<file path="config.mk">
export PLATFORM = sky130hd
export DESIGN_NAME = writeback_stage
export DESIGN_NICKNAME = d
export VERILOG_FILES = /design/src/rtl/writeback_stage.sv
export SDC_FILE = /design/constraint.sdc
export NUM_CORES = 1
export LEC_CHECK = 0
export ABC_AREA = 1
export BUFFER_PORTS_ARGS = -buffer_cell sky130_fd_sc_hd__buf_2
export CAP_MARGIN = 20
export CORE_ASPECT_RATIO = 2
export CORE_UTILIZATION = 45
export CTS_CLUSTER_SIZE = 30
export DETAILED_ROUTE_END_ITERATION = 7
export GPL_ROUTABILITY_DRIVEN = 0
export PLACE_DENSITY = 0.67
export SYNTH_ARGS = -nofsm -noshare
export SYNTH_HDL_FRONTEND = slang
export SYNTH_SLANG_ARGS = --single-unit
export TNS_END_PERCENT = 30
</file>
<file path="constraint.sdc">
create_clock -name clk -period 2.8 [get_ports clk]
set_clock_uncertainty 0.2 [all_clocks]
set_input_delay 0.14 -clock clk [delete_from_list [all_inputs] [get_ports clk]]
set_output_delay 0.14 -clock clk [all_outputs]
set_load 0.05 [all_outputs]
</file>
<file path="src/rtl/writeback_stage.sv">
// Final pipeline stage: commits register, segment, MMX, ESP and memory results,
// raises fetch redirects on misprediction and counts retired instructions.
module writeback_stage #(
  parameter int ADDR_W = 32,
  parameter int CNT_W  = 32
) (
  input  logic              clk,
  input  logic              reset,
  input  logic              flush,
  input  logic              wb_valid,
  output logic              wb_ready,
  input  logic [31:0]       wb_dest_address,
  input  logic [2:0]        wb_dest_reg,
  input  logic [63:0]       wb_result,
  input  logic [2:0]        wb_opsize,
  input  logic              wb_mem_or_reg,
  input  logic              wb_op_a_is_segment,
  input  logic              wb_op_a_is_mmx,
  input  logic [1:0]        wb_stack_op,
  input  logic              wb_br_misprediction,
  input  logic [31:0]       wb_jump_address,
  input  logic [31:0]       esp_in,
  output logic              rf_we,
  output logic [2:0]        rf_sel,
  output logic [1:0]        rf_size,
  output logic [31:0]       rf_data,
  output logic              seg_we,
  output logic              mmx_we,
  output logic [63:0]       mmx_data,
  output logic              esp_we,
  output logic [31:0]       esp_data,
  output logic              mem_req,
  output logic [ADDR_W-1:0] mem_addr,
  output logic [31:0]       mem_wdata,
  output logic [3:0]        mem_be,
  input  logic              mem_ack,
  output logic              redirect_valid,
  output logic [ADDR_W-1:0] redirect_address,
  output logic [CNT_W-1:0]  retired_count
);

  typedef enum logic [1:0] {IDLE, MEM_LO, MEM_HI} state_t;
  state_t state, state_nxt;

  logic              accept;
  logic              is_push;
  logic              is_pop;
  logic              is_mem_op;
  logic              mem_done;
  logic [31:0]       esp_step;
  logic [ADDR_W-1:0] lat_addr;
  logic [63:0]       lat_result;
  logic              lat_qword;
  logic [3:0]        lat_be;
  logic              lat_esp_upd;
  logic [31:0]       lat_esp_new;

  assign wb_ready  = reset && (state == IDLE);
  assign accept    = wb_valid && wb_ready && !flush;
  assign is_push   = (wb_stack_op == 2'b01);
  assign is_pop    = (wb_stack_op == 2'b10);
  assign is_mem_op = wb_mem_or_reg || is_push;
  assign esp_step  = (wb_opsize == 3'd1) ? 32'd2 : 32'd4;
  assign mem_done  = mem_ack && ((state == MEM_HI) || ((state == MEM_LO) && !lat_qword));

  always_ff @(posedge clk or negedge reset) begin
    if (!reset) state <= IDLE;
    else        state <= state_nxt;
  end

  always_comb begin
    state_nxt = state;
    mem_req   = 1'b0;
    mem_addr  = '0;
    mem_wdata = '0;
    mem_be    = '0;
    case (state)
      IDLE: begin
        if (accept && is_mem_op) state_nxt = MEM_LO;
      end
      MEM_LO: begin
        mem_req   = 1'b1;
        mem_addr  = lat_addr;
        mem_wdata = lat_result[31:0];
        mem_be    = lat_be;
        if (mem_ack) state_nxt = lat_qword ? MEM_HI : IDLE;
      end
      MEM_HI: begin
        mem_req   = 1'b1;
        mem_addr  = lat_addr + ADDR_W'(4);
        mem_wdata = lat_result[63:32];
        mem_be    = 4'hF;
        if (mem_ack) state_nxt = IDLE;
      end
      default: state_nxt = IDLE;
    endcase
  end

  always_ff @(posedge clk or negedge reset) begin
    if (!reset) begin
      rf_we            <= 1'b0;
      rf_sel           <= '0;
      rf_size          <= '0;
      rf_data          <= '0;
      seg_we           <= 1'b0;
      mmx_we           <= 1'b0;
      mmx_data         <= '0;
      esp_we           <= 1'b0;
      esp_data         <= '0;
      redirect_valid   <= 1'b0;
      redirect_address <= '0;
      retired_count    <= '0;
      lat_addr         <= '0;
      lat_result       <= '0;
      lat_qword        <= 1'b0;
      lat_be           <= '0;
      lat_esp_upd      <= 1'b0;
      lat_esp_new      <= '0;
    end else begin
      rf_we          <= 1'b0;
      seg_we         <= 1'b0;
      mmx_we         <= 1'b0;
      esp_we         <= 1'b0;
      redirect_valid <= 1'b0;
      if (accept) begin
        // Push addresses come from the stack pointer, not the bundle address
        lat_addr    <= is_push ? ADDR_W'(esp_in - esp_step) : ADDR_W'(wb_dest_address);
        lat_result  <= wb_result;
        lat_qword   <= (wb_opsize == 3'd3);
        lat_be      <= (wb_opsize == 3'd0) ? 4'b0001 :
                       (wb_opsize == 3'd1) ? 4'b0011 : 4'b1111;
        lat_esp_upd <= is_push || is_pop;
        lat_esp_new <= is_push ? (esp_in - esp_step) : (esp_in + esp_step);
        if (wb_br_misprediction) begin
          redirect_valid   <= 1'b1;
          redirect_address <= ADDR_W'(wb_jump_address);
        end
        if (!is_mem_op) begin
          rf_sel        <= wb_dest_reg;
          rf_size       <= wb_opsize[1:0];
          rf_data       <= wb_result[31:0];
          mmx_data      <= wb_result;
          mmx_we        <= wb_op_a_is_mmx;
          seg_we        <= !wb_op_a_is_mmx && wb_op_a_is_segment;
          rf_we         <= !wb_op_a_is_mmx && !wb_op_a_is_segment;
          retired_count <= retired_count + CNT_W'(1);
          if (is_pop) begin
            esp_we   <= 1'b1;
            esp_data <= esp_in + esp_step;
          end
        end
      end
      if (mem_done) begin
        retired_count <= retired_count + CNT_W'(1);
        if (lat_esp_upd) begin
          esp_we   <= 1'b1;
          esp_data <= lat_esp_new;
        end
      end
    end
  end

endmodule

</file>
==> results of run 1 <==
[per-layer routing]
layer	track usage [%]	wire length, um	share of wire, %
met5	0	0	0
met1	35.0	21400	32
met4	27.7	6050	9.0
met3	6.31	5030	7.5
met2	65.2	34900	52
[power breakdown]
part | internal [mW] | switching [mW] | total (mW)
logic | 3.46 | 10.1 | 13.5
clock network | 2.53 | 1.83 | 4.36
registers | 6.35 | 1.47 | 7.83
total | 12.3 | 13.4 | 25.7
[placed cells by master, fill, tap and decap left out, types with 4 or more instances in the layout]
cell / Yosys / routed
buf_12: 0 / 12
a22oi_1: 21 / 21
o22ai_1: 32 / 32
mux2_1: 4 / 4
buf_4: 37 / 61
ha_1: 11 / 7
o21ai_0: 173 / 167
ha_2: 0 / 4
xor2_1: 28 / 28
nand2_2: 12 / 19
o21ai_2: 1 / 4
clkbuf_8: 0 / 6
bufinv_16: 0 / 5
nand2_1: 783 / 769
a21oi_2: 1 / 11
nand2_4: 0 / 7
dlygate4sd3_1: 0 / 182
nor2_2: 18 / 19
a31oi_1: 12 / 12
nand3_2: 3 / 5
buf_2: 30 / 420
nor3_4: 2 / 5
nor3_2: 5 / 7
xnor2_1: 12 / 12
clkbuf_1: 51 / 4
dfrtp_1: 305 / 297
a21oi_1: 110 / 97
o21ai_1: 7 / 10
nand4_1: 17 / 17
clkbuf_16: 0 / 29
buf_6: 3 / 18
nor2_4: 6 / 14
nor3_1: 29 / 24
o21bai_1: 21 / 21
nor2_1: 190 / 181
inv_1: 203 / 199
nand3_1: 70 / 67
inv_2: 9 / 10
dfrtp_2: 0 / 8
[worst max path at each step]
stage,slack (ns),endpoint
finish,-0.04,lat_addr[4]
global route,-0.17,mem_addr[24]
CTS,-0.06,mem_addr[16]
detailed placement,0.22,lat_esp_new[25]
global placement,0.23,lat_esp_new[29]
floorplan,-0.13,mem_be[3]
[metrics by stage]
step | area (um2) | hold slack [ns] | power [mW] | std cells | TNS, ns
after detailed placement | 19200 | -0.140 | 20.3 | 3057 | 0
after global routing | 22600 | 0.0864 | 27.0 | 3313 | -0.912
after CTS | 22200 | 0.000870 | 25.2 | 3296 | -0.160
final | 22600 | 0.0352 | 25.7 | 3313 | -0.0545
after floorplan | 16500 | -0.356 | 16.8 | 2241 | -0.132
after global placement | 19200 | -0.144 | 20.1 | 3057 | 0
[timing repair]
action                                  CTS  global route
pin swaps                                 4            24
gates resized for setup                  46            91
buffers inserted                          4            15
endpoints found under the hold margin   574             1
hold buffers                            182             1
endpoints found under the setup margin   31            57
[cell type report]
type                    count  area (um2)
fillers                  3167       13700
multi-input cells        1590        7710
flip-flops and latches    305        7640
repair buffers            698        4880
clock buffers              39         823
inverters                 212         806
well taps                 454         568
clock inverters            14         214
diodes                      1        2.50
[logic make-up after synthesis]
family | count (synthesis)
and+or+nand+nor | 1145
muxes | 4
DFF | 305
buffers and inverters | 346
xor gates and xnor gates | 40
AOI/OAI and AO/OA | 388
adders and majority gates | 13
[state kept, by name, summed over array words and instances (netlist names), 2 cells and up]
| signal | count |
|---|---|
| esp_data | 32 |
| lat_addr | 32 |
| lat_be | 3 |
| lat_esp_new | 32 |
| lat_result | 64 |
| mmx_data | 33 |
| redirect_address | 32 |
| retired_count | 32 |
| rf_data | 31 |
| rf_sel | 3 |
| rf_size | 2 |
| state | 2 |
[worst max-delay path, stage by stage]
cell,delay [ns]
dlygate4sd3_1,0.57
dlygate4sd3_1,0.63
buf_8,0.17
nand2_1,0.12
nor3_4,0.33
inv_6,0.22
buf_12,0.23
a22oi_1,0.17
dlygate4sd3_1,0.56
==> key figures, run 1 <==
Outcome
  – Status: finished with violations
  – Failing checks: negative setup slack

Detailed routing
  – Total Wirelength: just under 70 mm
  – Drt drc: 0
  – Routed vias: between 15000 and 20000
  – Router iterations before antenna repair: 5
  – Vias per Instance: 5.42
  – Routed len/inst: 20.3 um
  – Remaining antenna violation count after routing: 0
  – Iteration-0 DRC count of the detailed router: roughly 1200

Yosys
  – Post-synth top area share: between 40% and 50%
  – Synth Flop Type: dfrtp_1
  – Post-Synth Adder-Cell Area: between 1 and 1.5%
  – Post-Synthesis Mean Instance Area: approximately 7.4 um2
  – Syn nets: roughly 2400
  – Largest cells by area after synthesis: dfrtp_1 (46%), nand2_1 (18%), o21ai_0 (5.2%)
  – Post-synth top area cell: dfrtp_1
  – Synthesized flop and latch total: 305
  – Top-count cell post-synth: nand2_1
  – XOR/XNOR Fraction of Synth Area: approximately 2.1%
  – Synth Area in Compound Gates: 12.9%
  – Sequential element share of the synthesized area: a little under half
  – Ys Warns: 0
  – Async S/R FF share, synth: between 90% and 100%
  – Synth cell count leaders: nand2_1 (783), dfrtp_1 (305), inv_1 (203)
  – Post-synthesis cell count: 2241
  – EDFF count, synth: 0
  – Simple logic cell fraction of the synthesized area: between 20% and 30%
  – Mux contribution to synthesized area: less than 1%
  – Post-synthesis cell area: between 0.015 and 0.02 mm2
  – Synth unique cells: 46
  – Largest family of logic cells by synthesized area: simple AND/OR/NAND/NOR gates

Power and ir drop
  – Cell Pwr Density: 1140 mW/mm2
  – Leakage dissipation: approximately 12 nW
  – Max VDD drop: around 1.1 mV

Critical path
  – Setup CP Type: primary input to flip-flop
  – RR Startpoint: state[0]
  – CP max FO: 39
  – Worst reg2reg endpoint: esp_data[1]
  – Required time worst endpoint: ~3.1 ns
  – Worst R2R Setup Slack: roughly 0.18 ns
  – CP arrival: roughly 3.2 ns
  – Crit start category: primary input
  – CP Capture Type: flip-flop
  – FF-to-FF path depth: 10
  – Crit. Startpoint: reset

Floorplan
  – Core box area: approximately 0.036 mm2
  – Die area: approximately 0.038 mm2
  – I/O pin total: 449
  – Initial Utilization: between 40 and 50%
  – Site Rows: 99
  – Die Y: about 270 um
  – Die X: around 140 um

Clocking
  – Clock Sinks: roughly 310
  – CTS tree: yes
  – Clock tree buffer depth: 3
  – Root buffer cell: clkbuf_16
  – H-Tree Depth: 1
  – Num CTS Buffers: 29
  – Reg clk slew, reported paths: approximately 0.07 ns
  – Worst skew pair latency: 0.59 ns

STA
  – Final Setup Violations: 3
  – Final Cycle Share: 101%
  – Max-slew violations: 0
  – Worst Tran Pin Value: 0.955 ns
  – FMAX: roughly 350 MHz
  – RSZ-0062 raised after global routing: yes
  – Fin. Hold Viols: 0
  – Worst setup margin: -0.0376 ns
  – Final min period: 2.84 ns
  – Worst slew margin: between 30% and 40%

Min path
  – Hold Path End: mmx_we
  – Worst hold path type: primary input to flip-flop
  – Hold Path Stages: 6
  – HP Start: wb_stack_op[0]

Final layout
  – Layout cell share with drive strength beyond 1: approximately a quarter
  – Final #Nets: approximately 3000
  – Layout area overhead: 36.9%
  – Core Util, Final: between 60% and 70%

Global routing
  – Initial antenna violation count: 1
  – Overall Global Routing Usage: 35.9%
  – Largest net degree at the start of global routing: ~170
  – Grt ovf: 0
  – First-pass GRT wire length: around 100 mm
  – Vias in the first global route: 17757

Place
  – Port bufs: 448
  – Dpl ws: approximately 0.22 ns
  – DP HPWL: 49.0 mm

Flow run
  – Max-Cap Viols: 0
Note: power is estimated with default switching activity, not from simulation.
==> run 2: changes to the inputs <==
- SLEW_MARGIN: not set -> 10
- clock period: 2.8 -> 3 ns (I/O delays scaled with it)
==> key figures, run 2 (synthesis results as in run 1) <==
Global routing
  – Grt ovf: 0 (unchanged)
  – Initial antenna violation count: 1 (unchanged)
  – Overall Global Routing Usage: 35.6% (-0.23 points)
  – Vias in the first global route: 18043 (+1.6%)
  – Largest net degree at the start of global routing: 128 (-26%)
  – First-pass GRT wire length: 99.6 mm (-0.54%)

Detailed routing
  – Met3 WL post-DR: 4.82 mm (-4.2%)
  – Remaining antenna violation count after routing: 0 (unchanged)
  – Routed vias: 17791 (-0.84%)
  – Met1 WL: 21.2 mm (-1.1%)
  – Highest Signal Layer: met4
  – Iteration-0 DRC count of the detailed router: 1011 (-15%)
  – Routed len/inst: 20.1 um (-1.2%)
  – Vias per Instance: 5.36 (-1.1%)
  – Router iterations before antenna repair: 6 (+1)
  – Met2 WL: 34.4 mm (-1.4%)
  – Total Wirelength: 66.8 mm (-0.92%)
  – Drt drc: 0 (unchanged)

Place
  – DP HPWL: 48.9 mm (-0.26%)
  – Port bufs: 448 (unchanged)
  – Dpl ws: 0.395 ns (+0.178 ns)

Critical path
  – CP arrival: 2.62 ns (-0.53 ns)
  – Crit start category: flip-flop
  – RR Startpoint: state[1]
  – Worst R2R Setup Slack: 0.18 ns (about the same)
  – Setup CP Type: flip-flop to output port
  – FF-to-FF path depth: 10 (unchanged)
  – CP max FO: 12 (-69%)
  – CP Capture Type: output port
  – Required time worst endpoint: 2.65 ns (-0.46 ns)
  – Worst reg2reg endpoint: lat_addr[9]

Final layout
  – Top reg by flops: lat_result
  – Biggest registers after layout: lat_result (64), mmx_data (33)
  – Max FFs per register: 64 (unchanged)
  – Final #Nets: 3033 (+0.23%)
  – Layout area overhead: 35.2%
  – Most frequent cells in the layout: nand2_1 (779), buf_2 (432), dfrtp_1 (303)
  – Layout cell share with drive strength beyond 1: 22.3% (-1.8 points)
  – Most common cell after layout, fill and taps aside: nand2_1

STA
  – Fin. Hold Viols: 1 (+1)
  – Worst Tran Pin Value: 0.839 ns (-0.116 ns)
  – Worst setup margin: 0.0345 ns (+0.0721 ns)
  – Smallest hold slack: -0.00319 ns (-0.0384 ns)
  – Final min period: 2.97 ns
  – Final Cycle Share: a little over nine tenths
  – Worst slew margin: 44.1% (+7.7 points)
  – Final Setup Violations: 0 (-3)
  – Max-slew violations: 0 (unchanged)
  – FMAX: roughly 340 MHz
  – RSZ-0062 raised after global routing: yes

Min path
  – Worst hold path type: primary input to flip-flop
  – Hold Path End: esp_data[1]
  – Hold Path Stages: 4 (-2)
  – HP Start: esp_in[1]

Clocking
  – H-Tree Depth: 1 (unchanged)
  – Root buffer cell: clkbuf_16
  – Clock tree buffer depth: 3 (unchanged)
  – Num CTS Buffers: 29 (unchanged)
  – CTS tree: yes
  – Worst skew pair latency: 0.57 ns (-0.02 ns)
  – Clock Sinks: 305 (unchanged)
  – Reg clk slew, reported paths: 0.07 ns (about the same)

Power and ir drop
  – Cell Pwr Density: 1050 mW/mm2 (-7.5%)
  – Post-layout power: 23.5 mW (-8.6%)
  – Max VDD drop: 0.959 mV (-11%)
  – Leakage dissipation: 11.5 nW (-0.78%)

Floorplan
  – Initial Utilization: 45.6% (unchanged)
  – Core box area: 0.0363 mm2 (unchanged)
  – I/O pin total: 449 (unchanged)
  – Die area: 0.0376 mm2 (unchanged)
  – Die Y: 273 um (unchanged)
  – Die X: 138 um (unchanged)
  – Site Rows: 99 (unchanged)

Flow run
  – Max-Cap Viols: 0 (unchanged)

Outcome
  – Status: finished with violations
  – Failing checks: negative hold slack
==> run 2: cell count changes in the layout (fill, tap and decap cells not counted), sizes merged <==
cell         previous run  this run
dlygate4sd3           182       204
buf                   513       495
clkinv                  4        10
bufinv                  5         3
diode                   1         3
clkbuf                 42        41
clkinvlp                3         2
inv                   214       215
==> run 2: through the flow <==
stage,area [um2],cells,utilization (%),TNS (ns)
2_1_floorplan,16500,2241,-,0
3_3_place_gp,19100,3056,52.6,0
3_5_place_dp,19100,3056,52.6,0
4_1_cts,22200,3313,61.0,-0.0696
5_1_grt,22400,3320,61.6,-0.312
6_report,22400,3322,61.6,0
==> run 2: metal layers <==
metal	track usage, %	vias to the layer above
li1	-	8300
met1	34.2	8268
met2	64.1	935
met3	5.77	288
met4	30.9	0
met5	0	-
==> run 2: report_power, final <==
part / switching [mW] / internal (mW)
Combinational: 9.23 / 3.13
Sequential: 1.40 / 5.92
Clock: 1.70 / 2.15
==> run 2: how the worst max path moves through the flow <==
stage,endpoint,from,slack [ns],cells after the start
after floorplan,mem_addr[9],state[0],0.02,6
after global placement,lat_esp_new[22],wb_opsize[2],0.39,16
after detailed placement,lat_esp_new[22],wb_opsize[2],0.40,16
after CTS,mem_addr[16],lat_addr[2],-0.06,10
after global routing,mem_addr[22],lat_addr[3],-0.07,10
final,mem_addr[9],state[0],0.03,7
==> run 2: final cells by class <==
| class | count | area, um2 |
|---|---|---|
| fill | 3249 | 13900 |
| sequential | 305 | 7630 |
| multi-input combinational | 1590 | 7570 |
| timing repair buffer | 705 | 4810 |
| inverter | 212 | 801 |
| clock buffer | 35 | 788 |
| tap | 454 | 568 |
| clock inverter | 18 | 193 |
| antenna | 3 | 7.51 |
==> run 2: timing repair <==
item | in CTS | in global routing
gates resized for setup | 11 | 48
setup buffers | 0 | 6
hold buffers | 204 | 0
setup endpoints to repair | 10 | 37
endpoints found under the hold margin | 509 | 0
pin swaps | 0 | 9
==> run 2: critical path, stage by stage (launching register included) <==
cell and delay, ns:
dfrtp_1 0.39, inv_1 0.10, ha_2 0.36, nor2_1 0.11
nor2_1 0.23, inv_1 0.22, a211oi_2 0.33, clkbuf_4 0.30
